`config.mk`:
```
export PLATFORM = sky130hd
export DESIGN_NAME = sum_stage_fifo
export DESIGN_NICKNAME = d
export VERILOG_FILES = /design/src/rtl/sum_stage_fifo.sv
export SDC_FILE = /design/constraint.sdc
export NUM_CORES = 1
export LEC_CHECK = 0
export ABC_CLOCK_PERIOD_IN_PS = 2800
export CAP_MARGIN = 20
export CORE_ASPECT_RATIO = 1.4
export CORE_UTILIZATION = 45
export CTS_CLUSTER_SIZE = 30
export DETAILED_ROUTE_END_ITERATION = 12
export GPL_ROUTABILITY_DRIVEN = 0
export PLACE_DENSITY = 0.81
export SKIP_CTS_REPAIR_TIMING = 1
export SLEW_MARGIN = 20
export SYNTH_ARGS = -nofsm -noshare
export SYNTH_HDL_FRONTEND = slang
export SYNTH_SLANG_ARGS = --single-unit
```
`constraint.sdc`:
```
create_clock -name clk -period 2.8 [get_ports clk]
set_input_delay 0.42 -clock clk [delete_from_list [all_inputs] [get_ports clk]]
set_output_delay 0.42 -clock clk [all_outputs]
set_load 0.05 [all_outputs]
```
`src/rtl/sum_stage_fifo.sv`:
```
// rtl/sum_stage_fifo.sv - FWFT buffer for adder sums with full-drop accounting.
// Samples in_data on in_strobe; drops (and counts) strobes that find the FIFO full.
module sum_stage_fifo #(
  parameter int DATA_W = 8,
  parameter int DEPTH  = 4,
  parameter int CNT_W  = 8
) (
  input  logic                     clk,
  input  logic                     rst,
  input  logic [DATA_W-1:0]        in_data,
  input  logic                     in_strobe,
  input  logic                     flush,
  input  logic                     clr_stats,
  output logic [DATA_W-1:0]        out_data,
  output logic                     out_valid,
  input  logic                     out_ready,
  output logic [$clog2(DEPTH):0]   count,
  output logic                     full,
  output logic                     overflow,
  output logic [CNT_W-1:0]         drop_cnt
);

  localparam int AW = $clog2(DEPTH);
  localparam logic [AW:0] FULL_CNT = (AW+1)'(DEPTH);

  logic [DATA_W-1:0] mem [DEPTH];
  logic [AW-1:0]     wr_ptr;
  logic [AW-1:0]     rd_ptr;
  logic              push;
  logic              pop;
  logic              drop;

  assign out_valid = (count != '0);
  assign full      = (count == FULL_CNT);
  assign out_data  = mem[rd_ptr];

  // A pop in the same cycle frees the slot a full FIFO needs to accept a strobe.
  assign pop  = out_valid & out_ready;
  assign push = in_strobe & (~full | pop) & ~flush;
  assign drop = in_strobe & full & ~pop & ~flush;

  always_ff @(posedge clk) begin
    if (push) begin
      mem[wr_ptr] <= in_data;
    end
  end

  always_ff @(posedge clk or posedge rst) begin
    if (rst) begin
      wr_ptr <= '0;
      rd_ptr <= '0;
      count  <= '0;
    end else if (flush) begin
      wr_ptr <= '0;
      rd_ptr <= '0;
      count  <= '0;
    end else begin
      if (push) begin
        wr_ptr <= wr_ptr + AW'(1);
      end
      if (pop) begin
        rd_ptr <= rd_ptr + AW'(1);
      end
      if (push && !pop) begin
        count <= count + (AW+1)'(1);
      end else if (pop && !push) begin
        count <= count - (AW+1)'(1);
      end
    end
  end

  // clr_stats takes priority over a coincident drop.
  always_ff @(posedge clk or posedge rst) begin
    if (rst) begin
      overflow <= 1'b0;
      drop_cnt <= '0;
    end else if (clr_stats) begin
      overflow <= 1'b0;
      drop_cnt <= '0;
    end else if (drop) begin
      overflow <= 1'b1;
      if (drop_cnt != '1) begin
        drop_cnt <= drop_cnt + CNT_W'(1);
      end
    end
  end

endmodule

```
==> results.cfg <==
[synth]
synthArstFlopShare_pct = 33.3
synth-seq-cells = 48
avgSynthCellArea_um2 = 13.9
synth_fp_nets = 176
synth_enable_flop_cells = 32
synth_area_um2 = 2170
synthCells = 156
yosysSeqAreaShare_pct = 62.7
synth_cell_type_count = 39
synth_flop_cell = edfxtp_1
yosysWarnings = 0

[routing]
wl_per_cell_um = 15.0
drtAntennaViolNets = 0
drc_errors = 0
via_per_inst = 5.33
firstDrtPassIters = 4
drt_iter0_drc = 54
drt-total-wl_mm = 3.92
vias = 1390

[clock_tree]
cts_tree = done
cts_buffers = 5
clk_pin_slew_worst_paths_ps = 90
clockBufferDepth = 2
worstSkewPairLatency_ps = 290
clock_sinks = 48
htree_levels = 2
root_buffer = clkbuf_8

[flow_run]
drv_cap = 0

[worst_setup_path]
crit_path_end = out_data[1]
worstRegToRegCells = 7
critical_path.top_delay_family = buffers and inverters
arrival_ps = 2100
crit_start = rd_ptr[0]$_DFFE_PP0P_
worstPathCellList = mux4_2 -> clkdlybuf4s50_1
slowest_stage = clkdlybuf4s50_1
r2r_setup_slack_ps = 400
cp-start-kind = register
timing.rr.start = count[0]$_DFFE_PP0P_
cpPeakStageDelay_ps = 720
worstPathMaxFanout = 9
regToRegEndpoint = count[2]$_DFFE_PP0P_
cp-end-kind = primary output
crit_required_ps = 2380
critical_path_class = register to primary output
cp_num_buf_inv = 1
cp.depth = 2

[finish]
final_nets = 218
postLayoutCellArea_um2 = 2700
nFillCells = 368
drive_above_1_share_pct = 14.6
instances_no_fill = 261
diodes = 0
area_delta_synth_final_pct = 24.5

[floorplanning]
coreArea_um2 = 4570
die_h_um = 84.2
die_w_um = 60.7
io_pins = 36
die-area_um2 = 5110
rows = 29
start_util_pct = 47.5

[power]
power_frac_clock_pct = 18.7
seqPwrFrac_pct = 42.5
combPwrFrac_pct = 38.8
power.density_nw_per_um2 = 777
leakagePower_nw = 0.940
switching_share_pct = 37.0
internal-power_w = 0.00132
p_sw_w = 0.000778
ir_drop_mv = 0.599

[placement]
placed_cells = 253
dpl-instance-area_um2 = 2620
port_buffers = 35
pre_cts_ws_ps = 48.0
dp_hpwl_mm = 2.78

[sta]
rsz0062_at_grt = false
clock_skew_ps = 4.03
worst_pin_slew_ps = 634
hold_viol_final = 0
finalMaxSlewViolations = 0
relSlewSlack_pct = 57.7
setup_violations = 0
min_period_ps = 2520
final.period_utilization_pct = 90.0
max_freq_mhz = 397
finalSetupTns_ps = 0
holdWs_ps = 501
setup_ws_ps = 280

[grt]
antenna_found_initial = 0
grt_overflow = 0
grt_max_degree = 17
grt.total_usage_pct = 18.3
grt_pass1_vias = 1446
grt_pass1_wl_mm = 6.78

[status]
status = completed

[hold_path]
min_path_type = input pin to asynchronous set/reset pin
final cells by class:
cell class	count	area (um^2)	area share (%)
tap	62	77.6	2.87
clock buffer	5	68.8	2.55
clock inverter	3	18.8	0.694
multi-input combinational	94	742	27.4
inverter	6	22.5	0.833
sequential	48	1360	50.4
timing repair buffer	43	410	15.2
power groups by stage:
stage	registers, W	clock network (W)	logic [W]
5_1_grt	0.000910	0.000435	0.000874
4_1_cts	0.000896	0.000407	0.000821
2_1_floorplan	0.000928	0	0.000548
6_report	0.000894	0.000393	0.000814
3_5_place_dp	0.000911	0	0.000819
3_3_place_gp	0.000906	0	0.000805
cells by family (layout without fill, tap and decap cells):
group | after synthesis | after routing | synth area share, %
simple gates | 52 | 52 | 13.4
flops | 48 | 48 | 62.7
compound gates | 22 | 22 | 6.22
buf+inv | 14 | 57 | 3.17
mux | 9 | 9 | 8.76
fa+ha+maj | 6 | 6 | 3.80
xor+xnor | 5 | 5 | 2.02
cell usage in the layout, fill, tap and decap left out, types with 6 or more instances in the layout:
master / count
a21oi_1: 8
buf_4: 8
clkdlybuf4s50_1: 35
dfrtp_1: 14
edfxtp_1: 32
inv_1: 6
mux4_2: 8
nand2_1: 8
nand3_1: 6
nor2_1: 10
nor3_1: 7
registers in the layout (all words and copies together), names as in the netlist:
signal	flops
count	3
drop_cnt	8
mem	32
overflow	1
rd_ptr	2
wr_ptr	2
synth_stat cells (2+ instances only):
library cell / n / area (um^2)
ha_1: 5 / 62.6
inv_1: 6 / 22.5
a211oi_1: 2 / 15.0
nor3_1: 7 / 35.0
dfrtp_1: 16 / 400
edfxtp_1: 32 / 961
nand3b_1: 3 / 22.5
buf_6: 2 / 22.5
and2_1: 5 / 31.3
xor2_1: 3 / 26.3
xnor2_1: 2 / 17.5
a31oi_1: 2 / 12.5
a21oi_1: 8 / 40.0
mux4_2: 8 / 180
nand3_1: 6 / 30.0
clkbuf_1: 4 / 15.0
o21ai_0: 5 / 25.0
nand2_1: 8 / 30.0
or3_1: 3 / 18.8
nor2_1: 10 / 37.5
layer usage:
metal  share of wire (%)  GRT usage (%)  vias up  wire [um]
met5                   0              0        -          0
met4                 1.7           8.88        0         68
met3                 4.8           4.01        8        190
met2                  50           29.4       50       1970
met1                  43           22.8      665       1690
li1                    -              -      667          -
through the flow:
stage	util [%]	power, W
floorplan	-	0.00148
detailed placement	57.2	0.00173
global route	59.1	0.00222
CTS	59.1	0.00212
finish	59.1	0.00210
global placement	57.2	0.00171
worst reg2reg max path: cells and delay by family, from the launching register on:
kind / cells / cell delay (ps)
AND/OR/NAND/NOR: 4 / 1150
flip-flops: 1 / 480
adder cells (fa/ha/maj): 1 / 390
AO/OA/AOI/OAI: 2 / 260
worst min-delay path by stage:
stage | to | depth (start not counted)
6_report | drop_cnt[7]$_DFFE_PP0P_ | 2
4_1_cts | drop_cnt[7]$_DFFE_PP0P_ | 2
2_1_floorplan | count[1]$_DFFE_PP0P_ | 1
3_3_place_gp | overflow$_DFFE_PP0P_ | 2
5_1_grt | overflow$_DFFE_PP0P_ | 2
3_5_place_dp | overflow$_DFFE_PP0P_ | 2
Power figures use the tool's default switching activity.
